## src/rtl/prog_count_ras_pkg.sv

```systemverilog
// prog_count_pkg: shared types and defaults for the RAT program counter with
// its return-address stack.
//   pc_op_t   - the single operation the PC performs in a cycle
//   pc_req_t  - the raw request lines from the control unit
//   pc_decode - priority encoder: INTR > RET > CALL > LD > INC > HOLD
//               (reset is handled separately, above everything)
package prog_count_pkg;

  localparam int unsigned PC_RESET_VEC_DFLT = 'h000;
  localparam int unsigned PC_ISR_VEC_DFLT   = 'h3FF;

  typedef enum logic [2:0] {
    PC_OP_HOLD,
    PC_OP_INC,
    PC_OP_LD,
    PC_OP_CALL,
    PC_OP_RET,
    PC_OP_INTR
  } pc_op_t;

  typedef struct packed {
    logic intr;
    logic ret;
    logic call;
    logic ld;
    logic inc;
  } pc_req_t;

  // Exactly one op wins; everything below it is dropped for this cycle.
  function automatic pc_op_t pc_decode(pc_req_t r);
    if (r.intr)      return PC_OP_INTR;
    else if (r.ret)  return PC_OP_RET;
    else if (r.call) return PC_OP_CALL;
    else if (r.ld)   return PC_OP_LD;
    else if (r.inc)  return PC_OP_INC;
    else             return PC_OP_HOLD;
  endfunction

endpackage

```

## src/rtl/prog_count_ras_if.sv

```systemverilog
// prog_count_ras_if: request/status bundle between the control unit (master)
// and the program counter (slave).
//   PC_INC/PC_LD/PC_CALL/PC_RET/PC_INTR  requests, master -> slave
//   PC_DIN                               jump/call target
//   PC_COUNT                             registered PC
//   PC_RAS_EMPTY/PC_RAS_FULL             registered stack status
//   PC_RAS_ERR                           sticky stack error (only with PC_RAS_ERR_EN)
interface prog_count_ras_if #(
  parameter int ADDR_W = 10
) ();
  logic              PC_INC;
  logic              PC_LD;
  logic              PC_CALL;
  logic              PC_RET;
  logic              PC_INTR;
  logic [ADDR_W-1:0] PC_DIN;
  logic [ADDR_W-1:0] PC_COUNT;
  logic              PC_RAS_EMPTY;
  logic              PC_RAS_FULL;
`ifdef PC_RAS_ERR_EN
  logic              PC_RAS_ERR;
`endif

  modport master (
    output PC_INC, PC_LD, PC_CALL, PC_RET, PC_INTR, PC_DIN,
`ifdef PC_RAS_ERR_EN
    input  PC_RAS_ERR,
`endif
    input  PC_COUNT, PC_RAS_EMPTY, PC_RAS_FULL
  );

  modport slave (
    input  PC_INC, PC_LD, PC_CALL, PC_RET, PC_INTR, PC_DIN,
`ifdef PC_RAS_ERR_EN
    output PC_RAS_ERR,
`endif
    output PC_COUNT, PC_RAS_EMPTY, PC_RAS_FULL
  );
endinterface

```

## src/rtl/prog_count_ras_ret_addr_stack.sv

```systemverilog
// ret_addr_stack: circular LIFO of return addresses.
//   clk, rst    clock, synchronous active-high reset (clears depth only)
//   push        write push_data at the write pointer (even when full)
//   pop         remove top entry; ignored when empty
//   top_data    current top entry (valid when !empty)
//   empty/full  registered, reflect depth after the edge
// When full, the write pointer has wrapped onto the oldest entry, so a push
// simply overwrites it and depth saturates at RAS_DEPTH.
module ret_addr_stack #(
  parameter int ADDR_W    = 10,
  parameter int RAS_DEPTH = 8
) (
  input  logic              clk,
  input  logic              rst,
  input  logic              push,
  input  logic              pop,
  input  logic [ADDR_W-1:0] push_data,
  output logic [ADDR_W-1:0] top_data,
  output logic              empty,
  output logic              full
);
  localparam int PTR_W = $clog2(RAS_DEPTH);
  localparam int DEP_W = PTR_W + 1;

  logic [ADDR_W-1:0] mem [RAS_DEPTH];
  logic [PTR_W-1:0]  wr_ptr;
  logic [DEP_W-1:0]  depth, depth_nxt;
  logic [PTR_W-1:0]  ptr_nxt;

  assign top_data = mem[wr_ptr - PTR_W'(1)];

  always_comb begin
    depth_nxt = depth;
    ptr_nxt   = wr_ptr;
    if (push) begin
      ptr_nxt = wr_ptr + PTR_W'(1);
      if (!full) depth_nxt = depth + DEP_W'(1);
    end else if (pop && !empty) begin
      ptr_nxt   = wr_ptr - PTR_W'(1);
      depth_nxt = depth - DEP_W'(1);
    end
  end

  always_ff @(posedge clk) begin
    if (rst) begin
      wr_ptr <= '0;
      depth  <= '0;
      empty  <= 1'b1;
      full   <= 1'b0;
    end else begin
      wr_ptr <= ptr_nxt;
      depth  <= depth_nxt;
      empty  <= (depth_nxt == '0);
      full   <= (depth_nxt == DEP_W'(RAS_DEPTH));
    end
  end

  // Contents are don't-care after reset, so no reset on the array.
  always_ff @(posedge clk) begin
    if (!rst && push) mem[wr_ptr] <= push_data;
  end

endmodule

```

## src/rtl/prog_count_ras.sv

```systemverilog
// prog_count_ras: RAT CPU program counter with integrated return-address stack.
//   PC_CLK   clock, rising edge
//   PC_RST   synchronous active-high reset, overrides all requests
//   bus      prog_count_ras_if.slave: requests, PC_DIN, PC_COUNT, stack status
// One op per cycle: RST > INTR > RET > CALL > LD > INC > hold.
// CALL pushes PC+1 (mod 2^ADDR_W); INTR pushes PC itself; RET on an empty
// stack holds the PC.
// Optional macro PC_RAS_ERR_EN adds bus.PC_RAS_ERR, a sticky flag set on
// push-when-full or pop-when-empty and cleared only by PC_RST.
module prog_count_ras
  import prog_count_pkg::*;
#(
  parameter int          ADDR_W    = 10,
  parameter int          RAS_DEPTH = 8,
  parameter int unsigned RESET_VEC = PC_RESET_VEC_DFLT,
  parameter int unsigned ISR_VEC   = PC_ISR_VEC_DFLT
) (
  input logic              PC_CLK,
  input logic              PC_RST,
  prog_count_ras_if.slave  bus
);
  localparam logic [ADDR_W-1:0] RST_PC = ADDR_W'(RESET_VEC);
  localparam logic [ADDR_W-1:0] ISR_PC = ADDR_W'(ISR_VEC);

  pc_req_t           req;
  pc_op_t            op;
  logic [ADDR_W-1:0] pc_q;
  logic              push, pop;
  logic [ADDR_W-1:0] push_data, ras_top;
  logic              ras_empty, ras_full;

  assign req = '{intr: bus.PC_INTR, ret: bus.PC_RET, call: bus.PC_CALL,
                 ld: bus.PC_LD, inc: bus.PC_INC};
  assign op  = pc_decode(req);

  assign push      = (op == PC_OP_CALL) || (op == PC_OP_INTR);
  assign pop       = (op == PC_OP_RET);
  assign push_data = (op == PC_OP_CALL) ? pc_q + ADDR_W'(1) : pc_q;

  ret_addr_stack #(.ADDR_W(ADDR_W), .RAS_DEPTH(RAS_DEPTH)) u_ras (
    .clk       (PC_CLK),
    .rst       (PC_RST),
    .push      (push),
    .pop       (pop),
    .push_data (push_data),
    .top_data  (ras_top),
    .empty     (ras_empty),
    .full      (ras_full)
  );

  always_ff @(posedge PC_CLK) begin
    if (PC_RST) begin
      pc_q <= RST_PC;
    end else begin
      unique case (op)
        PC_OP_INTR: pc_q <= ISR_PC;
        PC_OP_RET:  if (!ras_empty) pc_q <= ras_top;
        PC_OP_CALL: pc_q <= bus.PC_DIN;
        PC_OP_LD:   pc_q <= bus.PC_DIN;
        PC_OP_INC:  pc_q <= pc_q + ADDR_W'(1);
        default:    pc_q <= pc_q;
      endcase
    end
  end

  assign bus.PC_COUNT     = pc_q;
  assign bus.PC_RAS_EMPTY = ras_empty;
  assign bus.PC_RAS_FULL  = ras_full;

`ifdef PC_RAS_ERR_EN
  logic err_q;
  always_ff @(posedge PC_CLK) begin
    if (PC_RST)                                   err_q <= 1'b0;
    else if ((push && ras_full) || (pop && ras_empty)) err_q <= 1'b1;
  end
  assign bus.PC_RAS_ERR = err_q;
`endif

endmodule

```

## src/flat_wrapper.sv

```systemverilog
// flat-port wrapper written by rule: the top's interface ports become plain ports
module prog_count_ras_flat import prog_count_pkg::*;
#(
  parameter int          ADDR_W    = 10,
  parameter int          RAS_DEPTH = 8,
  parameter int unsigned RESET_VEC = PC_RESET_VEC_DFLT,
  parameter int unsigned ISR_VEC   = PC_ISR_VEC_DFLT
)
  (PC_CLK, PC_RST, bus_PC_INC, bus_PC_LD, bus_PC_CALL, bus_PC_RET, bus_PC_INTR, bus_PC_DIN, bus_PC_COUNT, bus_PC_RAS_EMPTY, bus_PC_RAS_FULL);
  prog_count_ras_if #(.ADDR_W(ADDR_W)) bus_i ();
  input logic PC_CLK;
  input logic PC_RST;
  input wire logic [$bits(bus_i.PC_INC)-1:0] bus_PC_INC;
  input wire logic [$bits(bus_i.PC_LD)-1:0] bus_PC_LD;
  input wire logic [$bits(bus_i.PC_CALL)-1:0] bus_PC_CALL;
  input wire logic [$bits(bus_i.PC_RET)-1:0] bus_PC_RET;
  input wire logic [$bits(bus_i.PC_INTR)-1:0] bus_PC_INTR;
  input wire logic [$bits(bus_i.PC_DIN)-1:0] bus_PC_DIN;
  output wire logic [$bits(bus_i.PC_COUNT)-1:0] bus_PC_COUNT;
  output wire logic [$bits(bus_i.PC_RAS_EMPTY)-1:0] bus_PC_RAS_EMPTY;
  output wire logic [$bits(bus_i.PC_RAS_FULL)-1:0] bus_PC_RAS_FULL;
  assign bus_i.PC_INC = bus_PC_INC;
  assign bus_i.PC_LD = bus_PC_LD;
  assign bus_i.PC_CALL = bus_PC_CALL;
  assign bus_i.PC_RET = bus_PC_RET;
  assign bus_i.PC_INTR = bus_PC_INTR;
  assign bus_i.PC_DIN = bus_PC_DIN;
  assign bus_PC_COUNT = bus_i.PC_COUNT;
  assign bus_PC_RAS_EMPTY = bus_i.PC_RAS_EMPTY;
  assign bus_PC_RAS_FULL = bus_i.PC_RAS_FULL;
  prog_count_ras #(.ADDR_W(ADDR_W), .RAS_DEPTH(RAS_DEPTH), .RESET_VEC(RESET_VEC), .ISR_VEC(ISR_VEC)) u_core (.PC_CLK(PC_CLK), .PC_RST(PC_RST), .bus(bus_i));
endmodule
```

## config.mk

```make
export PLATFORM = sky130hd
export DESIGN_NAME = prog_count_ras_flat
export DESIGN_NICKNAME = d
export VERILOG_FILES = /design/src/rtl/prog_count_ras_pkg.sv /design/src/rtl/prog_count_ras_if.sv /design/src/rtl/prog_count_ras_ret_addr_stack.sv /design/src/rtl/prog_count_ras.sv /design/src/flat_wrapper.sv
export SDC_FILE = /design/constraint.sdc
export NUM_CORES = 1
export LEC_CHECK = 0
export CAP_MARGIN = 20
export CORE_ASPECT_RATIO = 1.75
export CORE_MARGIN = 3
export CORE_UTILIZATION = 53
export DETAILED_ROUTE_END_ITERATION = 8
export GPL_TIMING_DRIVEN = 0
export PLACE_DENSITY = 0.75
export SYNTH_ARGS = -nofsm -noshare
export SYNTH_HDL_FRONTEND = slang
export SYNTH_HIERARCHICAL = 1
export SYNTH_SLANG_ARGS = --single-unit
```

## constraint.sdc

```tcl
create_clock -name PC_CLK -period 2.9 [get_ports PC_CLK]
set_clock_uncertainty 0.1 [all_clocks]
set_input_delay 0.58 -clock PC_CLK [delete_from_list [all_inputs] [get_ports PC_CLK]]
set_output_delay 0.58 -clock PC_CLK [all_outputs]
set_load 0.02 [all_outputs]
```

# After elaboration in Yosys (flattened, before gate mapping)
# Memory sizes are Yosys's and may differ from the RTL's.
# Cells that the tools add are included.
# W data, S select, Z words.
[totals]
ff_bits = 19
ramBits = 80
input_bits = 17
out_inout_bits = 12
word_cells = 43
n_memories = 1
[memory_table]
columns = ["memory", "depth", "width", "rd", "rd_clocked_by_memory_dff", "write_ports", "line", "source"]
rows = [
  ["u_core.u_ras.mem", 8, 10, 1, 0, 1, "prog_count_ras_ret_addr_stack.sv:25", "logic [ADDR_W-1:0] mem [RAS_DEPTH];"],
]
[op_classes]
addsub = 5
eq_ne = 7
muxes = 15
reduce_logical = 10
[ops]
columns = ["op", "n"]
rows = [
  ["$pmux W10 S4", 1],
  ["$mux W10", 2],
  ["$mux W3", 6],
  ["$mux W4", 3],
  ["$add A10 B1 Y10 const B", 1],
  ["$eq A3 B2 Y1 const B", 2],
  ["$eq A3 B3 Y1 const B", 2],
  ["$add A4 B1 Y4 const B", 1],
  ["$eq A4 B4 Y1 const B", 1],
  ["$logic_not A4 Y1", 1],
  ["$reduce_bool A4 Y1", 1],
  ["$sub A4 B1 Y4 const B", 1],
  ["$add A3 B1 Y3 const B", 1],
  ["$eq A3 B1 Y1 const B", 1],
  ["$mux W1", 3],
  ["$sub A3 B1 Y3 const B", 1],
  ["$logic_and A1 B1 Y1", 2],
  ["$logic_not A1 Y1", 2],
  ["$ne A2 B2 Y1 const B", 1],
  ["$reduce_and A2 Y1", 1],
  ["$reduce_bool A2 Y1", 1],
  ["$reduce_or A2 Y1", 1],
  ["$logic_or A1 B1 Y1", 1],
]

# Logic depth before layout (Yosys ltp)
[logic_depth]
ltp_word = 10
ltp_mapped = 11
ltp_nobuf = 8

# Hierarchy
# Netlist, hierarchy kept.
[by_module_without_submodules]
columns = ["module", "n_inst", "cells_each", "area_per_inst_um2", "seq_area_each_um2"]
rows = [
  ["ret_addr_stack", 1, 183, 3628.5, 2582.5],
  ["prog_count_ras", 1, 117, 943.4, 200.2],
]

# Worst setup path before layout
# OpenSTA, ideal clock, no wires.
[synth_timing]
kind = "register -> register"
startpoint = "register u_core.u_ras.wr_ptr[0]"
endpoint = "register u_core.pc_q[3], in the netlist u_core/bus.PC_COUNT[3]"
setup_ns = 0.151
arrival_time_ns = 2.582
required_ns = 2.649
setup_slack_ns = 0.067
path_stages_with_launch = 11
n_path_buf = 3
period_less_slack_ns = 2.833
path_cell_list = "dfxtp_1 buf_6 buf_6 inv_1 ha_1 buf_1 mux4_2 mux2_2 a221o_1 a211oi_1 a211oi_1"
[synth_via]
elab_chain_cells = 4
[synth_lines]
columns = ["item", "line", "source"]
rows = [
  ["start: declaration", "prog_count_ras_ret_addr_stack.sv:26", "logic [PTR_W-1:0] wr_ptr;"],
  ["start signal: assignment", "prog_count_ras_ret_addr_stack.sv:51", "wr_ptr <= ptr_nxt;"],
  ["$sub A3 B1 Y3", "prog_count_ras_ret_addr_stack.sv:30", "assign top_data = mem[wr_ptr - PTR_W'(1)];"],
  ["$mem_v2 Z8 W10", "-", ""],
  ["net u_core.ras_top[3]", "prog_count_ras.sv:29", "logic [ADDR_W-1:0] push_data, ras_top;"],
  ["$mux W10", "prog_count_ras.sv:57", "PC_OP_RET: if (!ras_empty) pc_q <= ras_top;"],
  ["$pmux W10 S4", "prog_count_ras.sv:55", "unique case (op)"],
  ["end signal: assignment", "prog_count_ras.sv:57", ""],
  ["end signal: assignment", "prog_count_ras.sv:58", "PC_OP_CALL: pc_q <= bus.PC_DIN;"],
  ["end signal: assignment", "prog_count_ras.sv:59", "PC_OP_LD: pc_q <= bus.PC_DIN;"],
  ["end: declaration", "prog_count_ras.sv:27", "logic [ADDR_W-1:0] pc_q;"],
]
# The timed path passes the listed nets, and every way through them passes these cells. The select of a mux whose other input is x is not followed.
# A chain may end at the register's enable or synchronous reset.

# Final worst setup path
# Same ends and word-level chain as after synthesis.

==> results_dict.tcl <==
set metrics [dict create \
    holdCritPathClass "flip-flop to flip-flop" \
    htreeDepth 3 \
    grt_max_degree 17 \
    synthFlopType "edfxtp_1" \
    synth-simple-area-share 0.1125 \
    start_kind "flip-flop" \
    cts_tree "done" \
    hold_viol 0 \
    dieArea_um2 9821 \
    root_buffer "clkbuf_16" \
    layout_common_cells "edfxtp_1, clkdlybuf4s50_1, dfxtp_1" \
    vias 2810 \
    hold_end "u_core/bus.PC_COUNT[6]$_SDFFE_PP0P_" \
    synthAdderAreaFrac 0.01368 \
    pre_cts_ws_ps -829.3 \
    worstSkewPairLatency_ps 330 \
    avgViaCountPerCell 5.966 \
    yosysUniqueCellTypes 62 \
    cts_num_sinks 99 \
    rr_endpoint "u_core/bus.PC_COUNT[3]$_SDFFE_PP0P_" \
    synth-compound-area-share 0.06842 \
    drc_errors 0 \
    rows 44 \
    criticalPathCategory "flip-flop to flip-flop" \
    r2r_cells 10 \
    grt_pass1_wl_um 15720 \
    io_buffers 27 \
    syn_inst 300 \
    synth_top_family_by_area "multiplexers" \
    drt-total-wl_um 9990 \
    peakVddDrop_mv 0.3173 \
    ant_nets 0 \
    arrival_ps 2880 \
    drtIter0Drc 180 \
    drive_gt1_frac 0.2978 \
    synth_xor_xnor_area_share 0.03476 \
    status "complete, no violations" \
    ioPinCount 29 \
    syn_to_final_growth_pct 22.36 \
    whs_ps 423.4 \
    tightest_slew_ps 753.9 \
    hold_depth 2 \
    layout_commonest_cell "edfxtp_1" \
    fmax_mhz 356.5 \
    syn-cell-area_um2 4572 \
    synth_edf_count 80 \
    grt-ovfl-total 0 \
    cts_made_buffers 9 \
    path_clk_slew_ps 70 \
    tns_ps 0 \
    initial_core_util 0.5464 \
    core_um2 8368 \
    worstPathRequired_ps 2970 \
    r2r_slack_ps 100 \
    final.min_clock_period_ps 2805 \
    postSynthAreaPerCell_um2 15.24 \
    wl_per_cell_um 21.21 \
    antenna_found_initial 0 \
    max_slew_margin 0.4965 \
    cap_viol_max_count 0 \
    die_x_um 76.21 \
    synth_mux_area_frac 0.1281 \
    setup_viol 0 \
    yosysWarnings 6 \
    clk_path_buf_depth 2 \
    cp_max_fo 10 \
    dp.cells 445 \
    finalCritPeriodShare 0.9672 \
    maxSlewViolCount 0 \
    yosysSeqAreaShare 0.6086 \
    fin_cells 471 \
    hpwlAfterDp_um 6534 \
    nets 373 \
    gp_congestion 0.8846 \
    ys_async_sr_fraction 0 \
    holdCritStartpoint "u_core/bus.PC_COUNT[6]$_SDFFE_PP0P_" \
    grt_use_total 0.2140 \
    setup_ws_ps 95.21 \
    p_per_area_nw_per_um2 649.8 \
    r2r_start "u_core/u_ras/wr_ptr[0]$_SDFFE_PP0P_" \
    cp-end-kind "flip-flop" \
    power_leakage_nw 1.870 \
    grt_pass1_vias 2847 \
    dr.pass1.iters 5 \
    die_h_um 128.9 \
    n_antenna_cell 0 \
    ys_ff_latch 99 \
    synth_nets 322 \
    final_util 0.6685 \
]
[layer usage]
layer / share of wire / GRT usage
met1: 0.38 / 0.2556
met2: 0.54 / 0.3867
met3: 0.043 / 0.03151
met4: 0.029 / 0.08965
met5: 0 / 0
[report_power, final]
part	internal [mW]	switching [mW]
clock network	0.758	0.497
logic	0.344	0.358
registers	1.62	0.0559
[stage by stage]
step | area [µm²] | total power, mW
3_3_place_gp | 4986 | 2.320
2_1_floorplan | 4572 | 2.138
5_1_grt | 5594 | 3.761
6_report | 5594 | 3.635
3_5_place_dp | 5030 | 2.340
4_1_cts | 5524 | 3.623
[worst max-delay path by stage]
stage | startpoint | end | slack [ps] | depth (start not counted)
floorplan | u_core/u_ras/wr_ptr[0]$_SDFFE_PP0P_ | u_core/bus.PC_COUNT[3]$_SDFFE_PP0P_ | 70 | 10
global route | u_core/u_ras/wr_ptr[0]$_SDFFE_PP0P_ | u_core/bus.PC_COUNT[3]$_SDFFE_PP0P_ | -4 | 10
finish | u_core/u_ras/wr_ptr[0]$_SDFFE_PP0P_ | u_core/bus.PC_COUNT[3]$_SDFFE_PP0P_ | 100 | 10
detailed placement | bus_PC_RET | u_core/u_ras/mem[4][6]$_DFFE_PP_ | -830 | 9
global placement | bus_PC_RET | u_core/u_ras/mem[2][5]$_DFFE_PP_ | -1350 | 9
CTS | bus_PC_RET | u_core/u_ras/mem[1][8]$_DFFE_PP_ | 4 | 9
[final cells by class]
type,instances,area (µm²)
fillers,582,2774
inverters,7,26.28
repair buffers,40,416.7
multi-input cells,177,1758
well taps,115,143.9
flip-flops and latches,99,2783
clock buffers,10,229.0
plain buffers,17,150.1
clock inverters,6,87.58
[sequential cells by signal (all words and copies together) (netlist names)]
name,count
u_core/bus.PC_COUNT,10
u_core/u_ras/depth,4
u_core/u_ras/empty,1
u_core/u_ras/full,1
u_core/u_ras/mem,80
u_core/u_ras/wr_ptr,3
[cells in the mapped netlist, types with 4 or more instances]
master	count	area, µm²
a211oi_1	7	52.55
a21oi_1	5	25.02
a222oi_1	4	40.04
and3_1	5	31.28
buf_2	6	30.03
buf_6	4	45.04
dfxtp_1	19	380.4
edfxtp_1	80	2402
ha_1	5	62.56
inv_1	7	26.28
mux2_2	11	123.9
mux4_2	17	382.9
nand2_1	13	48.80
nand3_1	10	50.05
nor2_1	21	78.83
nor2b_1	4	25.02
nor3_1	6	30.03
xnor2_1	13	113.9
[critical path: stages, from the launching register on]
cell,delay [ps]
dfxtp_1,370
buf_6,140
buf_8,170
inv_1,120
ha_4,320
buf_6,170
mux4_2,300
mux2_2,290
a221o_1,370
a211oi_2,230
a211oi_1,70
[logic make-up (layout without fill, tap and decap cells)]
logic type / count (synthesis) / after routing
flops: 99 / 99
xor+xnor: 16 / 16
compound gates: 37 / 37
buf+inv: 24 / 80
simple gates: 88 / 88
mux: 31 / 31
fa+ha+maj: 5 / 5
[timing repair]
item / 4_1_cts / 5_1_grt
pin swaps: 6 / 1
hold buffers: 0 / 0
resized for setup: 23 / 8
buffers inserted: 6 / 4
endpoints found under the setup margin: 81 / 83
Note: power is estimated with default switching activity, not from simulation.
